**src/rtl/env_voice_alloc.sv**
```systemverilog
// Four-voice note allocator driving envelope-generator gates, with LRU ages.
// Build option: define VOICE_STEAL_EN to steal the oldest voice when all four are held.
module env_voice_alloc #(
  parameter int unsigned GAP = 2
) (
  input  logic        clk,
  input  logic        rst_n,
  input  logic        ena,
  input  logic        note_on,
  input  logic        note_off,
  input  logic [6:0]  note,
  output logic [3:0]  gate,
  output logic [27:0] vnote,
  output logic        busy,
  output logic        drop,
  output logic        steal
);

  localparam logic       ST_IDLE  = 1'b0;
  localparam logic       ST_GAP   = 1'b1;
  localparam logic [3:0] GAP_LOAD = 4'(GAP);

  logic [3:0] gate_q, gate_n, gate_c;
  logic [6:0] vn_q [4];
  logic [1:0] age_q [4];
  logic [1:0] age_c [4];
  logic [1:0] age_n [4];
  logic       state_q, state_n;
  logic [3:0] cnt_q, cnt_n;
  logic [1:0] pend_q, pend_n;
  logic       drop_q, steal_q;

  logic [3:0] pend_mask, off_hit, rel, live_c;
  logic       cancel;
  logic [1:0] dec;
  logic [2:0] n_live, prev_age;
  logic       hit_any, free_any, old_found;
  logic [1:0] hit_idx, free_idx, old_idx, alloc_idx;
  logic       accept, do_retrig, do_free, do_steal, do_drop, alloc, wr_en;

  always_comb begin
    pend_mask = '0;
    if (state_q == ST_GAP) pend_mask[pend_q] = 1'b1;
    cancel = note_off && (state_q == ST_GAP) && (vn_q[pend_q] == note);
    for (int unsigned i = 0; i < 4; i++)
      off_hit[i] = note_off && gate_q[i] && (vn_q[i] == note);
    rel    = off_hit | (cancel ? pend_mask : 4'b0000);
    live_c = (gate_q | pend_mask) & ~rel;
    gate_c = gate_q & ~off_hit;

    // Close the age gaps left by released voices so live ages stay 0..n-1.
    n_live = '0;
    dec    = '0;
    for (int unsigned j = 0; j < 4; j++) begin
      dec = '0;
      for (int unsigned k = 0; k < 4; k++)
        if (rel[k] && (age_q[k] < age_q[j])) dec = dec + 2'd1;
      age_c[j] = age_q[j] - dec;
      n_live   = n_live + {2'b00, live_c[j]};
    end

    hit_any   = 1'b0;
    hit_idx   = '0;
    free_any  = 1'b0;
    free_idx  = '0;
    old_found = 1'b0;
    old_idx   = '0;
    for (int unsigned i = 0; i < 4; i++) begin
      if (!hit_any && gate_c[i] && (vn_q[i] == note)) begin
        hit_any = 1'b1;
        hit_idx = 2'(i);
      end
      if (!free_any && !gate_c[i]) begin
        free_any = 1'b1;
        free_idx = 2'(i);
      end
      if (!old_found && live_c[i] && (age_c[i] == 2'd3)) begin
        old_found = 1'b1;
        old_idx   = 2'(i);
      end
    end

    accept    = note_on && (state_q == ST_IDLE);
    do_retrig = accept && hit_any;
    do_free   = accept && !hit_any && free_any;
`ifdef VOICE_STEAL_EN
    do_steal  = accept && !hit_any && !free_any;
`else
    do_steal  = 1'b0;
`endif
    alloc     = do_retrig || do_free || do_steal;
    do_drop   = note_on && !alloc;
    alloc_idx = hit_any ? hit_idx : (free_any ? free_idx : old_idx);
    prev_age  = do_retrig ? {1'b0, age_c[hit_idx]} : (do_free ? n_live : 3'd3);

    for (int unsigned j = 0; j < 4; j++) begin
      age_n[j] = age_c[j];
      if (alloc) begin
        if (2'(j) == alloc_idx)
          age_n[j] = '0;
        else if (live_c[j] && ({1'b0, age_c[j]} < prev_age))
          age_n[j] = age_c[j] + 2'd1;
      end
    end

    gate_n  = gate_c;
    state_n = state_q;
    cnt_n   = cnt_q;
    pend_n  = pend_q;
    wr_en   = 1'b0;
    if (state_q == ST_GAP) begin
      if (cancel) begin
        state_n = ST_IDLE;
        cnt_n   = '0;
      end else if (ena) begin
        cnt_n = cnt_q - 4'd1;
        if (cnt_q == 4'd1) begin
          gate_n[pend_q] = 1'b1;
          state_n        = ST_IDLE;
        end
      end
    end
    if (do_free) begin
      gate_n[alloc_idx] = 1'b1;
      wr_en             = 1'b1;
    end
    if (do_retrig || do_steal) begin
      gate_n[alloc_idx] = 1'b0;
      wr_en             = 1'b1;
      state_n           = ST_GAP;
      cnt_n             = GAP_LOAD;
      pend_n            = alloc_idx;
    end
  end

  always_ff @(posedge clk or negedge rst_n) begin
    if (!rst_n) begin
      gate_q  <= '0;
      state_q <= ST_IDLE;
      cnt_q   <= '0;
      pend_q  <= '0;
      drop_q  <= 1'b0;
      steal_q <= 1'b0;
      for (int unsigned i = 0; i < 4; i++) begin
        vn_q[i]  <= '0;
        age_q[i] <= '0;
      end
    end else begin
      gate_q  <= gate_n;
      state_q <= state_n;
      cnt_q   <= cnt_n;
      pend_q  <= pend_n;
      drop_q  <= do_drop;
      steal_q <= do_steal;
      age_q   <= age_n;
      if (wr_en) vn_q[alloc_idx] <= note;
    end
  end

  always_comb begin
    vnote = '0;
    for (int unsigned i = 0; i < 4; i++) vnote[7*i +: 7] = vn_q[i];
  end

  assign gate  = gate_q;
  assign busy  = (state_q == ST_GAP);
  assign drop  = drop_q;
  assign steal = steal_q;

endmodule

```
**config.mk**
```make
export PLATFORM = sky130hd
export DESIGN_NAME = env_voice_alloc
export DESIGN_NICKNAME = d
export VERILOG_FILES = /design/src/rtl/env_voice_alloc.sv
export SDC_FILE = /design/constraint.sdc
export NUM_CORES = 1
export LEC_CHECK = 0
export CAP_MARGIN = 15
export CORE_AREA = 3 3 108 110
export DETAILED_ROUTE_END_ITERATION = 12
export DIE_AREA = 0 0 111 113
export PLACE_DENSITY = 0.63
export SLEW_MARGIN = 0
export SYNTH_ARGS = -nofsm -noshare
export SYNTH_HDL_FRONTEND = slang
export SYNTH_SLANG_ARGS = --single-unit
```
**constraint.sdc**
```tcl
create_clock -name clk -period 4.65 [get_ports clk]
set_clock_uncertainty 0.2 [all_clocks]
set_input_delay 0.6975 -clock clk [delete_from_list [all_inputs] [get_ports clk]]
set_output_delay 0.6975 -clock clk [all_outputs]
set_load 0.01 [all_outputs]
```
==> results of run 1 <==
flip-flops by register name, summed over array words and instances (netlist names):
register,cells
vnote,28
age_q,8
cnt_q,4
gate,4
pend_q,2
busy,1
drop,1
cell type report:
type	count	share of cell area, %
inverter	36	2.064
sequential	48	18.37
tap	140	2.676
clock inverter	1	0.1338
clock buffer	6	1.261
multi-input combinational	373	50.67
timing repair buffer	197	24.83
cell usage in the layout, fill, tap and decap left out, types with 4 or more instances in the layout:
| cell | count |
|---|---|
| buf_4 | 145 |
| dfrtp_1 | 47 |
| clkdlybuf4s50_1 | 40 |
| xnor2_1 | 35 |
| inv_1 | 34 |
| ha_1 | 30 |
| mux2_4 | 29 |
| nand2_1 | 28 |
| nor2_1 | 25 |
| a21oi_1 | 22 |
| mux2i_1 | 14 |
| nand3_1 | 10 |
| and2_1 | 9 |
| o21ai_0 | 9 |
| nand2b_1 | 8 |
| nand4_1 | 7 |
| o211ai_1 | 6 |
| xnor2_2 | 6 |
| nor4_1 | 6 |
| xor2_1 | 6 |
| clkbuf_8 | 6 |
| o31ai_1 | 5 |
| o21a_1 | 5 |
| nor2b_1 | 5 |
| ha_2 | 5 |
| buf_6 | 5 |
| and3_1 | 4 |
| a31oi_1 | 4 |
| a21o_1 | 4 |
| nor3_1 | 4 |
| or3_1 | 4 |
| dlygate4sd2_1 | 4 |
stage by stage:
step | utilization (%) | area [um2]
floorplan | - | 4601
global placement | 57.09 | 6162
detailed placement | 57.09 | 6162
CTS | 59.71 | 6445
global route | 60.65 | 6546
finish | 60.65 | 6546
logic make-up (layout without fill, tap and decap cells):
kind of cell               Yosys count  after routing  synth area share [%]
other                                1              1               0.08388
and+or+nand+nor                    139            139                 17.77
adders and majority gates           37             37                 10.52
DFF                                 48             48                 26.87
muxes                               49             49                 13.52
AOI/OAI and AO/OA                   97             97                 16.12
buffers and inverters               53            240                 5.318
xor gates and xnor gates            50             50                 9.796
final timing paths:
check | from | to | slack [ps] | cells past startpoint
hold reg to reg | cnt_q[3]$_DFFE_PN0P_ | cnt_q[3]$_DFFE_PN0P_ | 360 | 2
max in group asynchronous | rst_n | age_q[6]$_DFF_PN0_ | 3510 | 2
min in group clk | cnt_q[3]$_DFFE_PN0P_ | cnt_q[3]$_DFFE_PN0P_ | 360 | 2
setup reg to reg | pend_q[1]$_DFFE_PN0P_ | vnote[14]$_DFFE_PN0P_ | -600 | 22
hold / removal | rst_n | vnote[15]$_DFFE_PN0P_ | 280 | 2
setup / recovery | pend_q[1]$_DFFE_PN0P_ | vnote[14]$_DFFE_PN0P_ | -600 | 22
power groups by stage:
stage / combinational (uW) / sequential, uW / clock, uW
after floorplan: 1680 / 864 / 0
after global placement: 3140 / 751 / 0
after detailed placement: 3200 / 762 / 0
after CTS: 3380 / 764 / 280
after global routing: 3770 / 794 / 293
final: 3480 / 770 / 267
repair_timing:
action	in CTS	in global routing
gates resized for setup	31	15
pin swaps	8	12
setup endpoints to repair	40	40
setup buffers	11	2
endpoints found under the hold margin	0	0
routing by layer:
metal  up-vias  global-route usage (%)  routed length, um
met4         0                   7.225                328
li1       2076                       -                  -
met1      2146                   31.21               6794
met5         -                       0                  0
met3        27                   3.102                575
met2       126                   40.57               7172
==> impl_metrics.env, run 1 <==
export IMPL_grt_pass1_vias=4612
export IMPL_power_uw=4520
export IMPL_overflow=0
export IMPL_worstSetupPathType="reg2reg"
export IMPL_setup_viol=40
export IMPL_cts_sinks=48
export IMPL_dieHeight_um=113
export IMPL_port_buffers=45
export IMPL_power_density_nw_per_um2=690.5
export IMPL_initialDrtViolationCount=223
export IMPL_rsz0062_at_grt="true"
export IMPL_wl_um=14870
export IMPL_layout_drive_gt1_share_pct=37.07
export IMPL_htree_num_levels=2
export IMPL_comb_power_share_pct=77.1
export IMPL_multi_input_area_um2=3317
export IMPL_crit_fanout=8
export IMPL_ys_flop_type="dfrtp_1"
export IMPL_hold_viol=0
export IMPL_finalCritPeriodShare_pct=112.9
export IMPL_grt_pass1_wl_um=23770
export IMPL_fmax_ghz=0.1905
export IMPL_slowest_stage="o41a_1"
export IMPL_antenna_found_initial=0
export IMPL_synth_edff_count=0
export IMPL_critPathLaunchType="flop"
export IMPL_syn_area_um2=4471
export IMPL_regArea_um2=1202
export IMPL_p_leak_uw=0.003085
export IMPL_die_w_um=111
export IMPL_place_gp_congestion=0.9515
export IMPL_yosysTopAreaCell="dfrtp_1"
export IMPL_die_area_um2=12540
export IMPL_relSlewSlack_pct=55.66
export IMPL_avgSynthCellArea_um2=9.432
export IMPL_ant_nets=0
export IMPL_grt_usage_pct=23.65
export IMPL_p_clk_share_pct=5.9
export IMPL_synth_distinct_cells=80
export IMPL_io_pins=47
export IMPL_fillCellCount=923
export IMPL_status="complete, but fails checks"
export IMPL_cap_violations=0
export IMPL_synth_top_area_share_pct=26.87
export IMPL_synth_area_leaders="dfrtp_1 27%, ha_1 10%, xnor2_1 8.0%, mux2_4 4.7%, mux2i_1 4.0%"
export IMPL_fin_setup_tns_ps=-21130
export IMPL_swShare_pct=43.31
export IMPL_insertion_delay_ps=310
export IMPL_post_place_ws_ps=-1073
export IMPL_cp_slowest_stage_delay_ps=480
export IMPL_clock_path_buffers=2
export IMPL_critPathArrivalTime_ps=5250
export IMPL_intPower_uw=2563
export IMPL_avgRoutedWirePerCell_um=18.56
export IMPL_syn_inst=474
export IMPL_cts_tree="done"
export IMPL_drc_errors=0
export IMPL_dp_cells=781
export IMPL_layout_cells_non_filler=801
export IMPL_grt_max_degree=49
export IMPL_ys_ff_latch=48
export IMPL_tightestPinTransition_ps=665.1
export IMPL_rows=38
export IMPL_cp_required_ps=4650
export IMPL_netSwitchingPower_uw=1958
export IMPL_synth_most_common_cell="dfrtp_1"
export IMPL_finalWorstSetupSlack_ps=-598.0
export IMPL_dp_hpwl_um=11660
export IMPL_crit_family="compound AO/OA/AOI/OAI gates"
export IMPL_critPathCaptureType="flop"
export IMPL_antenna_cells=0
export IMPL_cts_root_buf="clkbuf_8"
export IMPL_viasPerCell=5.462
export IMPL_yosys_top_cells_count="48 x dfrtp_1, 41 x xnor2_1, 36 x ha_1, 36 x inv_1, 28 x nand2_1"
export IMPL_fin_nets=710
export IMPL_violations="negative setup slack"
export IMPL_holdWs_ps=280.5
export IMPL_start_util_pct=41.42
export IMPL_hold_class="in2async"
export IMPL_cp_num_buf_inv=5
export IMPL_drv_slew=0
export IMPL_ctsHoldBuffers=0
export IMPL_async_reset_ff_share_pct=100.0
export IMPL_clk_pin_slew_ps=90
export IMPL_coreArea_um2=10790
export IMPL_numCtsBuffers=5
export IMPL_seq_power_share_pct=17.0
export IMPL_yosysSeqAreaShare_pct=26.87
export IMPL_area_growth_pct=46.43
export IMPL_period_needed_ps=5248
export IMPL_path_cells="buf_12 -> buf_4 -> mux2_4 -> a2111oi_4 -> nand3_2 -> o41a_1 -> nand2b_4 -> inv_2 -> ha_4 -> xnor2_2 -> ha_2 -> xor2_2 -> xnor2_2 -> ha_2 -> inv_2 -> a311oi_2 -> a31oi_1 -> o211ai_1 -> o211a_1 -> buf_6 -> nand3_4 -> mux2_4"
export IMPL_vdd_drop_max_mv=0.3822
export IMPL_via_count=4375
export IMPL_synth_warnings=0
export IMPL_dr_pass1_iters=4
export IMPL_synth_nets=523
Power figures use the tool's default switching activity.
==> run 2, diff against run 1 <==
GPL_TIMING_DRIVEN = 0   (was unset)
==> impl_metrics.env, run 2 (synthesized netlist as in run 1, its figures left out) <==
export IMPL_status="complete, but fails checks"
export IMPL_violations="negative setup slack"
export IMPL_numCtsBuffers=5
export IMPL_io_pins=47
export IMPL_layout_drive_gt1_share_pct=27.70
export IMPL_drv_slew=0
export IMPL_regToRegStartpoint="pend_q[1]$_DFFE_PN0P_"
export IMPL_grt_usage_pct=21.45
export IMPL_insertion_delay_ps=320
export IMPL_cp_num_buf_inv=3
export IMPL_setup_viol=40
export IMPL_die_area_um2=12540
export IMPL_port_buffers=43
export IMPL_place_gp_congestion=0.9081
export IMPL_finalCritPeriodShare_pct=116.3
export IMPL_clk_pin_slew_ps=100
export IMPL_final_util_pct=55.31
export IMPL_swShare_pct=45.16
export IMPL_grt_pass1_wl_um=21410
export IMPL_cts_root_buf="clkbuf_8"
export IMPL_slowest_stage="mux4_2"
export IMPL_placed_area_um2=5221
export IMPL_crit_fanout=8
export IMPL_fillCellCount=977
export IMPL_path_cells="mux4_2 -> xor2_4 -> a2111oi_4 -> nand3_4 -> o41a_1 -> nand2b_4 -> inv_2 -> ha_4 -> xnor2_2 -> ha_2 -> xor2_2 -> xnor2_2 -> ha_2 -> inv_2 -> a311oi_4 -> a31oi_1 -> o211ai_1 -> o211a_1 -> buf_12 -> nand3_4 -> mux2_4"
export IMPL_p_clk_share_pct=8.8
export IMPL_grt_max_degree=33
export IMPL_p_leak_uw=0.002627
export IMPL_dieHeight_um=113
export IMPL_coreArea_um2=10790
export IMPL_area_growth_pct=33.53
export IMPL_cp_required_ps=4660
export IMPL_cp_slowest_stage_delay_ps=580
export IMPL_netSwitchingPower_uw=1958
export IMPL_comb_power_share_pct=70.9
export IMPL_reg2reg_to="vnote[16]$_DFFE_PN0P_"
export IMPL_wl_um=13870
export IMPL_rsz0062_at_grt="true"
export IMPL_fmax_ghz=0.1849
export IMPL_cts_sinks=48
export IMPL_antenna_cells=0
export IMPL_avgRoutedWirePerCell_um=19.93
export IMPL_period_needed_ps=5408
export IMPL_seq_power_share_pct=20.3
export IMPL_intPower_uw=2377
export IMPL_via_count=4001
export IMPL_critPathLaunchType="flop"
export IMPL_grt_pass1_vias=4033
export IMPL_dp_hpwl_um=9996
export IMPL_hold_viol=0
export IMPL_fin_area_um2=5969
export IMPL_multi_input_area_um2=3441
export IMPL_crit_family="compound AO/OA/AOI/OAI gates"
export IMPL_largest_reg_flops=28
export IMPL_overflow=0
export IMPL_critPathCaptureType="flop"
export IMPL_dr_pass1_iters=5
export IMPL_worstSetupPathType="reg2reg"
export IMPL_vdd_drop_max_mv=0.3768
export IMPL_clock_path_buffers=2
export IMPL_critPathArrivalTime_ps=5420
export IMPL_relSlewSlack_pct=47.37
export IMPL_initialDrtViolationCount=264
export IMPL_rows=38
export IMPL_ctsHoldBuffers=0
export IMPL_layout_commonest_cell="dfrtp_1"
export IMPL_regArea_um2=1202
export IMPL_die_w_um=111
export IMPL_fin_nets=604
export IMPL_start_util_pct=41.42
export IMPL_tightestPinTransition_ps=782.2
export IMPL_rr_worst_depth=21
export IMPL_cts_tree="done"
export IMPL_finalWorstSetupSlack_ps=-758.5
export IMPL_power_density_nw_per_um2=726.2
export IMPL_layout_common_cells="47 x dfrtp_1, 36 x clkdlybuf4s50_1, 35 x xnor2_1, 34 x inv_1, 28 x ha_1"
export IMPL_antenna_found_initial=0
export IMPL_cap_violations=0
export IMPL_ant_nets=0
export IMPL_htree_num_levels=2
export IMPL_viasPerCell=5.749
export IMPL_reg2reg_slack_ps=-760
export IMPL_hold_class="in2async"
export IMPL_drc_errors=0
run 2: layout make-up:
class                           instances  share of cell area (%)
Buffer                                 17                   2.767
Clock buffer                            5                   1.153
Clock inverter                          3                   1.153
Inverter                               36                   2.264
Multi-Input combinational cell        374                   57.64
Sequential cell                        48                   20.14
Tap cell                              140                   2.934
Timing Repair Buffer                   73                   11.95
run 2: worst reg2reg max path: stages, from the launching register on:
cell       delay [ps]
dfrtp_2           450
mux4_2            580
xor2_4            190
a2111oi_4         250
nand3_4           160
o41a_1            470
nand2b_4          200
inv_2              70
ha_4              190
xnor2_2           120
ha_2              200
xor2_2            180
xnor2_2           150
ha_2              210
inv_2              50
a311oi_4          310
a31oi_1            70
o211ai_1          250
o211a_1           250
buf_12            170
nand3_4           190
mux2_4            380
run 2: layer usage:
metal / up-vias / GRT usage, % / routed length [um]
li1: 1870 / - / -
met1: 1955 / 28.26 / 6145
met2: 134 / 35.92 / 6655
met3: 42 / 3.316 / 599
met4: 0 / 7.718 / 469
met5: - / 0 / 0
run 2: timing repair:
action / in CTS / in global routing
gates resized for setup: 30 / 49
endpoints found under the hold margin: 0 / 0
buffers inserted: 15 / 15
endpoints found under the setup margin: 40 / 40
cloned: 1 / 1
pin swaps: 13 / 20
run 2: worst max-delay path by stage:
stage / start / end / slack [ps] / depth (start not counted)
finish: pend_q[1]$_DFFE_PN0P_ / vnote[16]$_DFFE_PN0P_ / -760 / 21
global route: pend_q[1]$_DFFE_PN0P_ / vnote[17]$_DFFE_PN0P_ / -880 / 21
CTS: pend_q[1]$_DFFE_PN0P_ / vnote[10]$_DFFE_PN0P_ / -670 / 21
detailed placement: note[3] / vnote[9]$_DFFE_PN0P_ / -1830 / 20
global placement: note[3] / vnote[7]$_DFFE_PN0P_ / -1810 / 20
floorplan: note[2] / vnote[10]$_DFFE_PN0P_ / -300 / 19
run 2: per-stage QoR:
step	setup slack, ps	total power, uW	TNS [ps]	std cells	hold slack (ps)
finish	-758.5	4335	-27490	696	96.58
global route	-882.9	4627	-33250	696	115.8
CTS	-665.5	3866	-23680	682	110.9
detailed placement	-1834	3314	-61600	658	362.4
global placement	-1815	3257	-61470	657	344.1
floorplan	-297.7	2541	-5333	474	201.9
run 2: power by group through the flow:
stage,clock network (uW),registers (uW),logic [uW]
2_1_floorplan,0,864,1680
4_1_cts,390,863,2610
3_5_place_dp,0,860,2450
6_report,381,881,3070
5_1_grt,407,913,3310
3_3_place_gp,0,858,2400
==> run 3, diff against run 2 <==
REMOVE_ABC_BUFFERS = 1   (was unset)
==> impl_metrics.env, run 3 (synthesized netlist as in run 1, its figures left out) <==
export IMPL_grt_pass1_vias=4071
export IMPL_cts_tree="done"
export IMPL_fmax_ghz=0.1856
export IMPL_grt_usage_pct=20.63
export IMPL_crit_fanout=8
export IMPL_io_pins=47
export IMPL_ant_nets=0
export IMPL_largest_reg_flops=28
export IMPL_critPathCaptureType="flop"
export IMPL_die_w_um=111
export IMPL_grt_max_degree=32
export IMPL_relSlewSlack_pct=38.03
export IMPL_post_place_ws_ps=-2211
export IMPL_layout_drive_gt1_share_pct=24.11
export IMPL_viasPerCell=5.730
export IMPL_final_util_pct=52.25
export IMPL_clk_pin_slew_ps=90
export IMPL_insertion_delay_ps=310
export IMPL_initialDrtViolationCount=196
export IMPL_layout_common_cells="46 x dfrtp_1, 36 x clkdlybuf4s50_1, 35 x xnor2_1, 34 x inv_1, 27 x nand2_1"
export IMPL_start_util_pct=41.42
export IMPL_dr_pass1_iters=5
export IMPL_cts_root_buf="clkbuf_8"
export IMPL_cp_required_ps=4650
export IMPL_cap_violations=0
export IMPL_rsz0062_at_grt="true"
export IMPL_numCtsBuffers=5
export IMPL_place_gp_congestion=0.9071
export IMPL_power_uw=3840
export IMPL_placed_area_um2=5009
export IMPL_dieHeight_um=113
export IMPL_status="complete, but fails checks"
export IMPL_die_area_um2=12540
export IMPL_violations="negative setup slack"
export IMPL_grt_pass1_wl_um=21110
export IMPL_via_count=3868
export IMPL_antenna_cells=0
export IMPL_finalCritPeriodShare_pct=115.9
export IMPL_layout_commonest_cell="dfrtp_1"
export IMPL_tightestPinTransition_ps=921.0
export IMPL_critPathArrivalTime_ps=5380
export IMPL_area_growth_pct=26.14
export IMPL_avgRoutedWirePerCell_um=18.77
export IMPL_drv_slew=0
export IMPL_coreArea_um2=10790
export IMPL_cts_sinks=48
export IMPL_fin_nets=584
export IMPL_htree_num_levels=2
export IMPL_power_density_nw_per_um2=680.9
export IMPL_setup_viol=40
export IMPL_drc_errors=0
export IMPL_rows=38
export IMPL_worstSetupPathType="reg2reg"
export IMPL_holdWs_ps=123.9
export IMPL_dp_hpwl_um=9418
export IMPL_p_leak_uw=0.002447
export IMPL_vdd_drop_max_mv=0.3127
export IMPL_finalWorstSetupSlack_ps=-737.4
export IMPL_port_buffers=45
export IMPL_ctsHoldBuffers=0
export IMPL_period_needed_ps=5387
export IMPL_hold_viol=0
export IMPL_hold_class="in2async"
export IMPL_antenna_found_initial=0
export IMPL_fin_area_um2=5639
export IMPL_overflow=0
export IMPL_wl_um=12670
export IMPL_critPathLaunchType="flop"
export IMPL_clock_path_buffers=2
==> run 3: metal layers <==
metal  vias to the layer above  share of wire (%)  routed length, um  GRT usage (%)
li1                       1820                  -                  -              -
met1                      1892                 45               5660          28.31
met2                       131                 48               6035          34.26
met3                        25                5.5                692          2.406
met4                         0                2.2                285          6.322
met5                         -                  0                  0              0
==> run 3: layout make-up <==
| type | instances | area [um2] |
|---|---|---|
| fill | 984 | 5154 |
| multi-input combinational | 373 | 3344 |
| sequential | 48 | 1206 |
| timing repair buffer | 71 | 696.9 |
| tap | 140 | 175.2 |
| inverter | 36 | 135.1 |
| clock buffer | 5 | 68.82 |
| clock inverter | 2 | 12.51 |
==> run 3: critical path, stage by stage (launching register included) <==
cell      delay (ps)
dfrtp_4          550
buf_12           160
mux2i_1          200
o22ai_1          110
a2111o_1         400
a21o_4           270
o41a_1           490
nand2b_4         190
inv_2             70
ha_4             200
xnor2_2          140
ha_2             210
xor2_2           190
xnor2_2          150
ha_2             210
inv_2             50
a311oi_4         250
a31oi_1           70
o211ai_1         230
o211a_4          310
nand3_4          220
mux2_1           380
==> run 3: final timing paths <==
| check | startpoint | end | slack [ps] | depth (start not counted) |
|---|---|---|---|---|
| min in group clk | cnt_q[3]$_DFFE_PN0P_ | cnt_q[3]$_DFFE_PN0P_ | 380 | 2 |
| hold reg to reg | cnt_q[3]$_DFFE_PN0P_ | cnt_q[3]$_DFFE_PN0P_ | 380 | 2 |
| setup reg to reg | pend_q[1]$_DFFE_PN0P_ | vnote[20]$_DFFE_PN0P_ | -740 | 21 |
| setup / recovery | pend_q[1]$_DFFE_PN0P_ | vnote[20]$_DFFE_PN0P_ | -740 | 21 |
| hold / removal | rst_n | vnote[7]$_DFFE_PN0P_ | 120 | 1 |
| max in group asynchronous | rst_n | pend_q[1]$_DFFE_PN0P_ | 3590 | 2 |
==> run 3: through the flow <==
step | std cells | TNS (ps)
detailed placement | 643 | -81400
floorplan | 457 | -33160
CTS | 670 | -24000
finish | 675 | -26470
global placement | 642 | -81360
global route | 675 | -33820
==> run 3: power breakdown <==
part           total [uW]  internal [uW]  switching (uW)
registers             880            612             268
logic                2710           1370            1340
clock network         249            102             147
total                3840           2080            1760
==> run 3: timing repair <==
item	CTS	global route
resized for setup	69	19
buffers inserted	20	7
setup endpoints to repair	40	40
pin swaps	20	12
